File: src/rtl/intpol2_pkg.sv
// -----------------------------------------------------------------------------
// intpol2_pkg
// Shared constants for the interpolator IQ FIFO slice: default sample width,
// default address width / depth, default almost-full margin and the width of
// one paired I/Q storage entry.
// -----------------------------------------------------------------------------
package intpol2_pkg;

    localparam int DEF_DATA_WIDTH   = 32;
    localparam int DEF_ADDR_WIDTH   = 4;
    localparam int DEF_AFULL_MARGIN = 2;

    // One storage entry carries I in the upper half and Q in the lower half.
    function automatic int iq_width(input int data_width);
        return 2 * data_width;
    endfunction

    localparam int IQ_WIDTH = iq_width(DEF_DATA_WIDTH);

endpackage : intpol2_pkg

File: src/rtl/intpol2_iq_fifo_mem.sv
// -----------------------------------------------------------------------------
// intpol2_iq_fifo_mem
// Simple dual-port storage array for the IQ FIFO: synchronous write,
// asynchronous (combinational) read so the FIFO can present its head entry
// with zero latency.
//
// Ports:
//   clk      in   clock, write on posedge
//   wr_en    in   write strobe
//   wr_addr  in   [ADDR_WIDTH-1:0] write address
//   wr_data  in   [WIDTH-1:0] write data
//   rd_addr  in   [ADDR_WIDTH-1:0] read address
//   rd_data  out  [WIDTH-1:0] read data (combinational)
// -----------------------------------------------------------------------------
module intpol2_iq_fifo_mem
    import intpol2_pkg::*;
#(
    parameter int WIDTH      = IQ_WIDTH,
    parameter int ADDR_WIDTH = DEF_ADDR_WIDTH
) (
    input  logic                  clk,
    input  logic                  wr_en,
    input  logic [ADDR_WIDTH-1:0] wr_addr,
    input  logic [WIDTH-1:0]      wr_data,
    input  logic [ADDR_WIDTH-1:0] rd_addr,
    output logic [WIDTH-1:0]      rd_data
);

    localparam int DEPTH = 2 ** ADDR_WIDTH;

    logic [WIDTH-1:0] mem_q [DEPTH];

    // NOTE: the array has no reset on purpose; contents are only meaningful
    // behind the pointers, and a reset would prevent mapping onto RAM cells.
    always_ff @(posedge clk) begin
        // NOTE: sequential state uses non-blocking assignment so every flop
        // samples pre-edge values regardless of statement order.
        if (wr_en) begin
            mem_q[wr_addr] <= wr_data;
        end
    end

    assign rd_data = mem_q[rd_addr];

endmodule : intpol2_iq_fifo_mem

File: src/rtl/intpol2_iq_fifo.sv
// -----------------------------------------------------------------------------
// intpol2_iq_fifo
// Show-ahead synchronous FIFO storing paired I/Q samples. Pointers are
// ADDR_WIDTH+1 bits; occupancy and status flags are registered and move in
// the same cycle as the pointers. A push while full is accepted only when a
// pop happens in the same cycle.
//
// Optional feature: define INTPOL2_FIFO_ERR_EN to add the sticky overflow /
// underflow ports. Without it, dropped writes and ignored reads are silent.
//
// Ports:
//   clk          in   clock
//   rstn         in   synchronous active-low reset
//   clear        in   synchronous flush (beats wr_en / rd_en)
//   wr_en        in   push request
//   data_in_I    in   [DATA_WIDTH-1:0] I sample to push
//   data_in_Q    in   [DATA_WIDTH-1:0] Q sample to push
//   rd_en        in   pop request
//   data_out_I   out  [DATA_WIDTH-1:0] head I sample
//   data_out_Q   out  [DATA_WIDTH-1:0] head Q sample
//   empty        out  no entries
//   full         out  DEPTH entries
//   almost_full  out  count >= DEPTH - AFULL_MARGIN
//   count        out  [ADDR_WIDTH:0] occupancy
//   overflow     out  sticky dropped-write flag (INTPOL2_FIFO_ERR_EN only)
//   underflow    out  sticky ignored-read flag  (INTPOL2_FIFO_ERR_EN only)
// -----------------------------------------------------------------------------
module intpol2_iq_fifo
    import intpol2_pkg::*;
#(
    parameter int DATA_WIDTH   = DEF_DATA_WIDTH,
    parameter int ADDR_WIDTH   = DEF_ADDR_WIDTH,
    parameter int AFULL_MARGIN = DEF_AFULL_MARGIN
) (
    input  logic                  clk,
    input  logic                  rstn,
    input  logic                  clear,
    input  logic                  wr_en,
    input  logic [DATA_WIDTH-1:0] data_in_I,
    input  logic [DATA_WIDTH-1:0] data_in_Q,
    input  logic                  rd_en,
    output logic [DATA_WIDTH-1:0] data_out_I,
    output logic [DATA_WIDTH-1:0] data_out_Q,
    output logic                  empty,
    output logic                  full,
    output logic                  almost_full,
    output logic [ADDR_WIDTH:0]   count
`ifdef INTPOL2_FIFO_ERR_EN
    ,
    output logic                  overflow,
    output logic                  underflow
`endif
);

    localparam int                DEPTH     = 2 ** ADDR_WIDTH;
    localparam logic [ADDR_WIDTH:0] ONE     = (ADDR_WIDTH + 1)'(1);
    localparam logic [ADDR_WIDTH:0] DEPTH_C = (ADDR_WIDTH + 1)'(DEPTH);
    localparam logic [ADDR_WIDTH:0] AFULL_C = (ADDR_WIDTH + 1)'(DEPTH - AFULL_MARGIN);

    logic [ADDR_WIDTH:0] wr_ptr_q, wr_ptr_d;
    logic [ADDR_WIDTH:0] rd_ptr_q, rd_ptr_d;
    logic [ADDR_WIDTH:0] count_q,  count_d;
    logic                empty_q,  empty_d;
    logic                full_q,   full_d;
    logic                afull_q,  afull_d;
    logic                wr_fire,  rd_fire;
    logic                mem_we;
    logic [2*DATA_WIDTH-1:0] rd_data;

    // When full, a push is only accepted alongside a pop: the slot being
    // written is the head slot that the pop releases on the same edge.
    assign wr_fire = wr_en && (!full_q || rd_en);
    assign rd_fire = rd_en && !empty_q;
    assign mem_we  = wr_fire && !clear && rstn;

    // NOTE: every variable gets a default at the top of always_comb so no
    // path leaves it unassigned and no latch is inferred.
    always_comb begin
        wr_ptr_d = wr_ptr_q;
        rd_ptr_d = rd_ptr_q;
        count_d  = count_q;

        if (wr_fire) wr_ptr_d = wr_ptr_q + ONE;
        if (rd_fire) rd_ptr_d = rd_ptr_q + ONE;

        case ({wr_fire, rd_fire})
            2'b10:   count_d = count_q + ONE;
            2'b01:   count_d = count_q - ONE;
            default: count_d = count_q;
        endcase

        if (clear) begin
            wr_ptr_d = '0;
            rd_ptr_d = '0;
            count_d  = '0;
        end

        // Flags come from the next count so they line up with the pointers.
        empty_d = (count_d == '0);
        full_d  = (count_d == DEPTH_C);
        afull_d = (count_d >= AFULL_C);
    end

    always_ff @(posedge clk) begin
        if (!rstn) begin
            wr_ptr_q <= '0;
            rd_ptr_q <= '0;
            count_q  <= '0;
            empty_q  <= 1'b1;
            full_q   <= 1'b0;
            afull_q  <= 1'b0;
        end else begin
            wr_ptr_q <= wr_ptr_d;
            rd_ptr_q <= rd_ptr_d;
            count_q  <= count_d;
            empty_q  <= empty_d;
            full_q   <= full_d;
            afull_q  <= afull_d;
        end
    end

`ifdef INTPOL2_FIFO_ERR_EN
    logic overflow_q,  overflow_d;
    logic underflow_q, underflow_d;

    always_comb begin
        overflow_d  = overflow_q  || (wr_en && full_q && !rd_en);
        underflow_d = underflow_q || (rd_en && empty_q);
        if (clear) begin
            overflow_d  = 1'b0;
            underflow_d = 1'b0;
        end
    end

    always_ff @(posedge clk) begin
        if (!rstn) begin
            overflow_q  <= 1'b0;
            underflow_q <= 1'b0;
        end else begin
            overflow_q  <= overflow_d;
            underflow_q <= underflow_d;
        end
    end

    assign overflow  = overflow_q;
    assign underflow = underflow_q;
`endif

    intpol2_iq_fifo_mem #(
        .WIDTH      (2 * DATA_WIDTH),
        .ADDR_WIDTH (ADDR_WIDTH)
    ) u_mem (
        .clk     (clk),
        .wr_en   (mem_we),
        .wr_addr (wr_ptr_q[ADDR_WIDTH-1:0]),
        .wr_data ({data_in_I, data_in_Q}),
        .rd_addr (rd_ptr_q[ADDR_WIDTH-1:0]),
        .rd_data (rd_data)
    );

    assign data_out_I  = rd_data[2*DATA_WIDTH-1:DATA_WIDTH];
    assign data_out_Q  = rd_data[DATA_WIDTH-1:0];
    assign empty       = empty_q;
    assign full        = full_q;
    assign almost_full = afull_q;
    assign count       = count_q;

endmodule : intpol2_iq_fifo
File: config.mk
export PLATFORM = sky130hd
export DESIGN_NAME = intpol2_iq_fifo
export DESIGN_NICKNAME = d
export VERILOG_FILES = /design/src/rtl/intpol2_pkg.sv /design/src/rtl/intpol2_iq_fifo_mem.sv /design/src/rtl/intpol2_iq_fifo.sv
export SDC_FILE = /design/constraint.sdc
export NUM_CORES = 1
export LEC_CHECK = 0
export BUFFER_PORTS_ARGS = -buffer_cell sky130_fd_sc_hd__buf_2
export CELL_PAD_IN_SITES_DETAIL_PLACEMENT = 0
export CELL_PAD_IN_SITES_GLOBAL_PLACEMENT = 1
export CORE_MARGIN = 5
export CORE_UTILIZATION = 30
export CTS_BUF_LIST = sky130_fd_sc_hd__clkbuf_16
export CTS_CLUSTER_DIAMETER = 150
export DETAILED_ROUTE_END_ITERATION = 12
export PLACE_DENSITY = 0.58
export SYNTH_ARGS = -nofsm -noshare
export SYNTH_HDL_FRONTEND = slang
export SYNTH_SLANG_ARGS = --single-unit
File: constraint.sdc
create_clock -name clk -period 3.8 [get_ports clk]
set_input_delay 0 -clock clk [delete_from_list [all_inputs] [get_ports clk]]
set_output_delay 0 -clock clk [all_outputs]
set_load 0.01 [all_outputs]
==> impl_metrics.toml, run 1 <==
[global_routing]
grtUsageTotal_pct = 13.2
grt_antenna_before_repair = 14
grt_start_max_net_pins = 73
via_count_of_the_first_global_routing_pass = 18800
grt_remaining_overflow = 0
grt_first_pass_wirelength_mm = 135

[logic_synthesis]
synth_compound_gate_area_share_pct = 0.193
synth_fp_nets = 1614
synthCells = 1537
syn_area_per_cell_um2 = 25.7
synth-adder-area-share_pct = 0.254
yosys.area_share.xor_xnor_pct = 0.222
ys_async_sr_fraction_pct = 0
edff_count_synth = 1024
synthDistinctLibCells = 34
synth.cell_area_um2 = 39500
synth_top_family_by_area = "multiplexers"
yosysWarningCount = 0
ys_dominant_reg_cell = "sky130_fd_sc_hd__edfxtp_1"
postSynthRegisterBits = 1044
fraction_of_the_mapped_netlist_area_in_simple_logic_gates_pct = 0.748
synth_mux_area_share_pct = 18.4
synth_sequential_area_ratio_pct = 78.9

[worst_setup_path]
cp.arrival_ns = 3.25
critPathMaxFanout = 32
worst-path-stages = 5
worst-r2r-setup-slack_ns = 0.80
start_kind = "register"
cp_data_required_time_ns = 3.80
timing.critical_path.cells = "buf_12 > buf_12 > mux4_2 > mux4_2 > buf_2"
critical_path.reg2reg.startpoint = "full"
critPathTopFamily = "multiplexers"
path_class = "reg2out"
rr_endpoint = "full"
worstSetupEndpointType = "primary output"
crit_path_end = "data_out_I[15]"
crit_path_top_delay_cell = "sky130_fd_sc_hd__dfxtp_4"
cp_num_buf_inv = 3
reg2reg_depth = 10
max_stage_delay_ns = 0.62

[power]
peakVddDrop_mv = 0.370
p_total_w = 0.0234
cell_area_power_density_nw_per_um2 = 500
leakagePower_nw = 14.2

[floorplan]
die-area_um2 = 139000
die_y_um = 373
floorplan.initialDensity_pct = 30.1
fp.coreArea_um2 = 131000
io-pin-count = 141
rows = 133
die_x_um = 373

[sta]
max_slew_margin_pct = 45.6
period_minus_slack_ns = 3.25
maxSlewViolCount = 0
finalHoldViolations = 0
max_freq_ghz = 0.307
rsz0062_at_grt = "no"
final.setup.tns_ns = 0
final_critical_path_share_of_the_clock_period_pct = 85.6
timing.final.setup_violations = 0
worstMarginPinSlew_ns = 0.815
finalClockSkew_ns = 0.0558

[outcome]
status = "finished, final reports clean"

[finish]
synthToLayoutAreaGrowth_pct = 18.6
post_route_cells_drive_above_1_share_pct = 36.1
post-route-cell-area_um2 = 46800
post_layout_nonfiller_instances = 3685
fin_nets = 1916

[placement]
io_buffer_count = 140
post_dp_cell_area_um2 = 42700
placedCellCount = 3420
place_congestion = 0.715
dp_hpwl_mm = 52.0

[routing]
detail_route.drc_violations = 0
drtIter0Drc = 1420
avgRoutedWirePerCell_um = 25.0
drt-vias-per-instance = 4.74
route.final.wire_length_mm = 92.0
dr.pass1.iters = 5
via_count = 17500
final_antenna_net_count = 0

[clock_tree]
clkTransAtPathRegs_ns = 0.06
cts_setup_buffers = 0
worstSkewPairLatency_ns = 0.72
ctsRootBufferMaster = "sky130_fd_sc_hd__clkbuf_16"
tritoncts.num_buffers = 104
cts_tree = "done"
htree_levels = 3
clock_path_buffers = 3
cts.sink_count = 1044

[hold_path]
timing.hold.worst.class = "in2reg"
worst_hold_startpoint = "data_in_I[19]"

[run]
timing.max_cap.violations = 0
worst min-delay path by stage:
stage / slack (ns) / depth (start not counted) / endpoint
final: 0.21 / 2 / u_mem.mem_q[13][51]
after global routing: 0.18 / 2 / u_mem.mem_q[6][51]
after CTS: 0.15 / 2 / u_mem.mem_q[6][51]
after detailed placement: 0.38 / 1 / u_mem.mem_q[9][51]
after global placement: 0.36 / 1 / u_mem.mem_q[1][53]
after floorplan: 0.1 / 0 / u_mem.mem_q[0][0]
sequential cells by signal, summed over array words and instances, names as in the netlist, named ones only:
name,cells
wr_ptr_q,4
full,1
rd_ptr_q,4
u_mem.mem_q,1024
count,5
almost_full,1
empty,1
cell usage after synthesis (2+ instances only):
master	n	share of area, %
sky130_fd_sc_hd__nor2_1	19	0.18
sky130_fd_sc_hd__and3_1	2	0.032
sky130_fd_sc_hd__nor3_1	3	0.038
sky130_fd_sc_hd__and2_1	16	0.25
sky130_fd_sc_hd__o21ai_0	2	0.025
sky130_fd_sc_hd__mux4_2	320	18
sky130_fd_sc_hd__xnor2_1	5	0.11
sky130_fd_sc_hd__nand2b_1	2	0.032
sky130_fd_sc_hd__mux2i_1	4	0.10
sky130_fd_sc_hd__a21oi_1	4	0.051
sky130_fd_sc_hd__clkbuf_1	34	0.32
sky130_fd_sc_hd__nand3_1	2	0.025
sky130_fd_sc_hd__edfxtp_1	1024	78
sky130_fd_sc_hd__buf_6	26	0.74
sky130_fd_sc_hd__buf_2	2	0.025
sky130_fd_sc_hd__nand2_1	4	0.038
sky130_fd_sc_hd__xor2_1	5	0.11
sky130_fd_sc_hd__buf_1	13	0.12
sky130_fd_sc_hd__inv_1	5	0.048
sky130_fd_sc_hd__dfxtp_1	20	1.0
sky130_fd_sc_hd__ha_1	8	0.25
sky130_fd_sc_hd__nor2b_1	3	0.048
sky130_fd_sc_hd__nor4_1	3	0.048
stage by stage:
stage / util (%) / hold slack, ns / setup slack (ns)
after floorplan: - / 0.0989 / 0.860
after global placement: 32.6 / 0.361 / 0.609
after detailed placement: 32.6 / 0.376 / 0.810
after CTS: 35.7 / 0.151 / 0.389
after global routing: 35.7 / 0.185 / 0.312
final: 35.7 / 0.213 / 0.546
metal layers:
| metal | vias up | global-route usage, % | wire, µm |
|---|---|---|---|
| met2 | 424 | 21.4 | 45200 |
| met1 | 9606 | 18.5 | 41200 |
| met5 | - | 0 | 24 |
| met3 | 110 | 2.51 | 4180 |
| li1 | 7328 | - | - |
| met4 | 4 | 3.20 | 1490 |
repair_timing:
item                       CTS  global route
hold endpoints to repair  1044             0
hold buffers                68             0
gates resized for setup      0             0
area by class of cell:
cell class,count,area [µm²]
Clock inverter,87,812
Multi-Input combinational cell,411,7850
Timing Repair Buffer,273,2170
Sequential cell,1044,31200
Antenna cell,6,15.0
Fill cell,12000,84300
Clock buffer,104,2600
Tap cell,1755,2200
Inverter,5,18.8
cells in the final DEF (no fill, tap or decap), types with 2 or more instances in the layout:
master,n
sky130_fd_sc_hd__inv_1,17
sky130_fd_sc_hd__mux2i_1,4
sky130_fd_sc_hd__inv_16,2
sky130_fd_sc_hd__mux4_2,320
sky130_fd_sc_hd__clkinvlp_4,2
sky130_fd_sc_hd__diode_2,6
sky130_fd_sc_hd__clkinv_2,18
sky130_fd_sc_hd__nor2b_1,3
sky130_fd_sc_hd__clkinv_4,2
sky130_fd_sc_hd__and3_1,2
sky130_fd_sc_hd__nand2b_1,2
sky130_fd_sc_hd__buf_12,24
sky130_fd_sc_hd__clkinv_16,2
sky130_fd_sc_hd__xor2_1,5
sky130_fd_sc_hd__xnor2_1,5
sky130_fd_sc_hd__o21ai_0,2
sky130_fd_sc_hd__bufinv_16,12
sky130_fd_sc_hd__nand3_1,2
sky130_fd_sc_hd__dfxtp_1,16
sky130_fd_sc_hd__nand2_1,4
sky130_fd_sc_hd__nor2_1,19
sky130_fd_sc_hd__and2_4,16
sky130_fd_sc_hd__a21oi_1,4
sky130_fd_sc_hd__clkinv_1,30
sky130_fd_sc_hd__buf_2,140
sky130_fd_sc_hd__nor3_1,3
sky130_fd_sc_hd__clkbuf_16,104
sky130_fd_sc_hd__nor4_1,3
sky130_fd_sc_hd__dfxtp_4,4
sky130_fd_sc_hd__inv_6,5
sky130_fd_sc_hd__edfxtp_1,1024
sky130_fd_sc_hd__ha_1,8
sky130_fd_sc_hd__buf_4,41
sky130_fd_sc_hd__dlygate4sd3_1,68
kinds of logic after synthesis:
family / after synthesis
AO/OA/AOI/OAI: 12
XOR/XNOR: 10
adder cells (fa/ha/maj): 8
buffers and inverters: 82
flip-flops: 1044
multiplexers: 324
AND/OR/NAND/NOR: 57
power breakdown:
group          internal (W)  leakage [nW]  switching, W
clock network       0.00583          1.72       0.00439
logic              0.000220          3.14      0.000316
registers            0.0127          9.38     0.0000130
Power figures use the tool's default switching activity.
==> run 2: changes to the inputs <==
--- a/config.mk
+++ b/config.mk
@@ -10,7 +10,6 @@
 export CELL_PAD_IN_SITES_GLOBAL_PLACEMENT = 1
 export CORE_MARGIN = 5
 export CORE_UTILIZATION = 30
-export CTS_BUF_LIST = sky130_fd_sc_hd__clkbuf_16
 export CTS_CLUSTER_DIAMETER = 150
 export DETAILED_ROUTE_END_ITERATION = 12
 export PLACE_DENSITY = 0.58
==> run 2 against run 1 <==
Net effect:
- via count rose by 0.13%
- largest power group unchanged
- non-clock buffer count did not move
- clock power barely moved
- critical path depth did not move
- worst setup slack improved by 0.00099 ns
==> impl_metrics.toml, run 2 (same netlist as run 1, synthesis figures left out) <==
[floorplan]
floorplan.initialDensity_pct = 30.1
die_x_um = 373
fp.coreArea_um2 = 131000
rows = 133
die-area_um2 = 139000
io-pin-count = 141
die_y_um = 373

[power]
p_int_w = 0.0187
p_clk_share_pct = 43.7
p_comb_share_pct = 2.3
proportion_of_total_power_due_to_net_switching_pct = 20.1
switching_power_w = 0.00472
leakagePower_nw = 14.2
peakVddDrop_mv = 0.369
cell_area_power_density_nw_per_um2 = 501
power.share.sequential_pct = 54.0

[clock_tree]
clock_path_buffers = 3
htree_levels = 3
holdBufCountCts = 68
cts_tree = "done"
cts_repair_resize_count = 0
cts.sink_count = 1044
tritoncts.num_buffers = 104
cts_setup_buffers = 0
clkTransAtPathRegs_ns = 0.06
ctsRootBufferMaster = "sky130_fd_sc_hd__clkbuf_16"
worstSkewPairLatency_ns = 0.72

[worst_setup_path]
path_class = "reg2out"
cp.arrival_ns = 3.25
start_kind = "register"
cp_data_required_time_ns = 3.80
critPathMaxFanout = 32
worstSetupEndpointType = "primary output"

[placement]
dp_hpwl_mm = 52.0
place_worst_setup_slack_ns = 0.810
placedCellCount = 3420
io_buffer_count = 140
place_congestion = 0.715

[sta]
timing.final.setup_violations = 0
worstMarginPinSlew_ns = 0.828
finalHoldViolations = 0
final_critical_path_share_of_the_clock_period_pct = 85.6
period_minus_slack_ns = 3.25
finalClockSkew_ns = 0.0571
final.setup.tns_ns = 0
max_slew_margin_pct = 44.8
rsz0062_at_grt = "no"
layout_setup_ws_ns = 0.547
maxSlewViolCount = 0
max_freq_ghz = 0.307

[hold_path]
timing.hold.worst.class = "in2reg"

[finish]
regMostFlops = "u_mem.mem_q"
post_route_cells_drive_above_1_share_pct = 36.1
post_layout_nonfiller_instances = 3685
filler_cell_count = 12000
synthToLayoutAreaGrowth_pct = 18.6
seqCellArea_um2 = 31200
largest_register_ffs = 1024
fin_nets = 1916
layout_common_cells = "sky130_fd_sc_hd__edfxtp_1 (1024), sky130_fd_sc_hd__mux4_2 (320), sky130_fd_sc_hd__buf_2 (140)"
mostFrequentLayoutCell = "sky130_fd_sc_hd__edfxtp_1"
multi_input_gate_area_in_the_final_layout_um2 = 7850

[routing]
drt-vias-per-instance = 4.75
avgRoutedWirePerCell_um = 25.0
via_count = 17500
route.final.wire_length_mm = 92.1
drtIter0Drc = 1372
detail_route.drc_violations = 0
final_antenna_net_count = 0
dr.pass1.iters = 5

[run]
timing.max_cap.violations = 0

[global_routing]
via_count_of_the_first_global_routing_pass = 18800
grt_start_max_net_pins = 73
grt_antenna_before_repair = 14
grtUsageTotal_pct = 13.2
grt_remaining_overflow = 0
grt_first_pass_wirelength_mm = 135

[outcome]
status = "finished, final reports clean"
[run 2: power by group through the flow]
stage / clock, W / combinational (W) / sequential, W
after CTS: 0.0105 / 0.000553 / 0.0127
after global placement: 0 / 0.000462 / 0.0129
after global routing: 0.0110 / 0.000588 / 0.0127
after detailed placement: 0 / 0.000485 / 0.0129
final: 0.0103 / 0.000537 / 0.0127
after floorplan: 0 / 0.000212 / 0.0129
[run 2: layout make-up]
type	instances	share of cell area (%)
timing repair buffer	273	4.63
inverter	5	0.0401
clock buffer	116	5.65
clock inverter	75	1.64
multi-input combinational	411	16.8
antenna	6	0.0321
tap	1755	4.69
sequential	1044	66.6
[run 2: path summary, 6_finish.rpt]
path                          to  cells past startpoint           from  slack, ns
max               data_out_I[15]                      5       register       0.55
min          u_mem.mem_q[13][51]                      2  data_in_I[19]       0.21
max reg2reg                 full                     10           full       0.80
min reg2reg             register                      2    rd_ptr_q[1]       0.55
[run 2: worst max-delay path, stage by stage, from the launching register on]
cell and delay, ns:
sky130_fd_sc_hd__dfxtp_4 0.62, sky130_fd_sc_hd__buf_12 0.35, sky130_fd_sc_hd__buf_12 0.24, sky130_fd_sc_hd__mux4_2 0.54
sky130_fd_sc_hd__mux4_2 0.54, sky130_fd_sc_hd__buf_2 0.18
[run 2: metrics by stage]
step	hold WS, ns	power (W)	cell area (µm²)	util (%)
6_report	0.210	0.0235	46800	35.7
3_5_place_dp	0.376	0.0134	42700	32.6
3_3_place_gp	0.361	0.0134	42700	32.6
2_1_floorplan	0.0989	0.0131	39500	-
5_1_grt	0.185	0.0243	46800	35.7
4_1_cts	0.151	0.0238	46800	35.7
[run 2: layer usage]
metal | track usage, % | vias to the layer above | routed length [µm]
li1 | - | 7324 | -
met1 | 18.5 | 9606 | 41000
met2 | 21.4 | 449 | 45100
met3 | 2.51 | 111 | 4590
met4 | 3.20 | 4 | 1490
met5 | 0 | - | 24
==> run 3: changes to the inputs <==
--- a/config.mk
+++ b/config.mk
@@ -13,6 +13,7 @@
 export CTS_CLUSTER_DIAMETER = 150
 export DETAILED_ROUTE_END_ITERATION = 12
 export PLACE_DENSITY = 0.58
+export RECOVER_POWER = 25
 export SYNTH_ARGS = -nofsm -noshare
 export SYNTH_HDL_FRONTEND = slang
 export SYNTH_SLANG_ARGS = --single-unit
==> run 3 against run 2 <==
Net effect:
- cell area shrank 0.11%
- non-clock buffer count is the same
- clock skew grew 0.0021 ns
- core utilization is essentially flat
- sequential cell count is the same
- die area is the same
- global-route usage is the same
- final cell count is the same
- via count grew 0.56%
- critical path depth is the same
- clock power is essentially flat
- largest power group unchanged
- highest routed layer unchanged
==> impl_metrics.toml, run 3 (same netlist as run 1, synthesis figures left out) <==
[outcome]
status = "finished, final reports clean"

[floorplan]
floorplan.initialDensity_pct = 30.1
die_x_um = 373
die-area_um2 = 139000
die_y_um = 373
io-pin-count = 141
fp.coreArea_um2 = 131000
rows = 133

[clock_tree]
cts_tree = "done"
tritoncts.num_buffers = 104
holdBufCountCts = 68
cts_repair_resize_count = 0
cts_setup_buffers = 0
cts.sink_count = 1044
htree_levels = 3
clock_path_buffers = 3
clkTransAtPathRegs_ns = 0.06
ctsRootBufferMaster = "sky130_fd_sc_hd__clkbuf_16"
worstSkewPairLatency_ns = 0.72

[hold_path]
timing.hold.worst.class = "in2reg"

[placement]
dp_hpwl_mm = 52.0
post_dp_cell_area_um2 = 42700
place_congestion = 0.715
io_buffer_count = 140

[sta]
finalHoldViolations = 0
period_minus_slack_ns = 3.25
timing.final.setup_violations = 0
rsz0062_at_grt = "no"
final_critical_path_share_of_the_clock_period_pct = 85.5
max_slew_margin_pct = 45.8
worstMarginPinSlew_ns = 0.814
max_freq_ghz = 0.308
maxSlewViolCount = 0
final.setup.tns_ns = 0
finalClockSkew_ns = 0.0593

[worst_setup_path]
critPathMaxFanout = 32
cp.arrival_ns = 3.25
worstSetupEndpointType = "primary output"
start_kind = "register"
path_class = "reg2out"
cp_data_required_time_ns = 3.80

[power]
power.share.sequential_pct = 54.0
p_int_w = 0.0187
cell_area_power_density_nw_per_um2 = 502
p_clk_share_pct = 43.7
peakVddDrop_mv = 0.372
p_comb_share_pct = 2.3
switching_power_w = 0.00472
proportion_of_total_power_due_to_net_switching_pct = 20.1
leakagePower_nw = 14.1

[finish]
filler_cell_count = 12000
post-route-cell-area_um2 = 46800
layout_common_cells = "sky130_fd_sc_hd__edfxtp_1 (1024), sky130_fd_sc_hd__mux4_2 (320), sky130_fd_sc_hd__clkbuf_16 (104)"
regMostFlops = "u_mem.mem_q"
post_route_cells_drive_above_1_share_pct = 34.0
synthToLayoutAreaGrowth_pct = 18.5
fin_nets = 1916
largest_register_ffs = 1024
mostFrequentLayoutCell = "sky130_fd_sc_hd__edfxtp_1"

[global_routing]
grt_start_max_net_pins = 73
grt_antenna_before_repair = 14
via_count_of_the_first_global_routing_pass = 18800
grt_remaining_overflow = 0
grt_first_pass_wirelength_mm = 135
grtUsageTotal_pct = 13.2

[routing]
met2WireLength_mm = 45.1
drtIter0Drc = 1398
route.met3.wl_mm = 4.34
final_antenna_net_count = 0
avgRoutedWirePerCell_um = 25.0
drt-met1-wl_mm = 41.1
dr.pass1.iters = 5
detail_route.drc_violations = 0
drt-vias-per-instance = 4.77
dr.max_layer_used = "met5"
via_count = 17600
route.final.wire_length_mm = 92.1

[run]
timing.max_cap.violations = 0
==> run 3: cell types whose count changed in the layout (fill, tap and decap cells not counted) <==
cell                       change
sky130_fd_sc_hd__buf_2        -40
sky130_fd_sc_hd__clkbuf_1     +40
==> run 3: metrics by stage <==
step | hold WS, ns | utilization [%] | total power, W | std cells | setup slack, ns
after global routing | 0.271 | 35.7 | 0.0243 | 3680 | 0.312
final | 0.284 | 35.7 | 0.0235 | 3685 | 0.553
after global placement | 0.361 | 32.6 | 0.0134 | 3420 | 0.609
after detailed placement | 0.376 | 32.6 | 0.0134 | 3420 | 0.810
after CTS | 0.151 | 35.7 | 0.0238 | 3679 | 0.389
after floorplan | 0.0989 | - | 0.0131 | 1537 | 0.860
==> run 3: path summary, 6_finish.rpt <==
kind	start	to	slack, ns	cells after the start
setup / recovery	register	data_out_I[15]	0.55	5
hold / removal	data_in_Q[23]	u_mem.mem_q[12][23]	0.28	2
setup reg to reg	full	full	0.79	10
hold reg to reg	rd_ptr_q[1]	register	0.54	2
==> run 3: critical path, stage by stage, from the launching register on <==
cell and delay [ns]:
sky130_fd_sc_hd__dfxtp_4 0.62, sky130_fd_sc_hd__buf_12 0.35, sky130_fd_sc_hd__buf_12 0.24, sky130_fd_sc_hd__mux4_2 0.54
sky130_fd_sc_hd__mux4_2 0.54, sky130_fd_sc_hd__buf_2 0.18
==> run 3: metal layers <==
| layer | global-route usage, % | vias to the layer above |
|---|---|---|
| met5 | 0 | - |
| met4 | 3.20 | 4 |
| met3 | 2.51 | 109 |
| met2 | 21.4 | 450 |
| met1 | 18.5 | 9701 |
| li1 | - | 7328 |
==> run 3: layout make-up <==
cell class                 instances  area [µm²]  share of cell area, %
sequential                      1044       31200                   66.6
multi-input combinational        411        7850                   16.8
clock buffer                     116        2650                   5.66
tap                             1755        2200                   4.69
timing repair buffer             273        2120                   4.53
clock inverter                    75         767                   1.64
inverter                           5        18.8                 0.0401
antenna                            6        15.0                 0.0321
==> run 3: power by group through the flow <==
stage	Clock [W]	Sequential, W	Combinational, W
after detailed placement	0	0.0129	0.000485
after global placement	0	0.0129	0.000462
after floorplan	0	0.0129	0.000212
final	0.0103	0.0127	0.000530
after global routing	0.0110	0.0127	0.000582
after CTS	0.0105	0.0127	0.000553
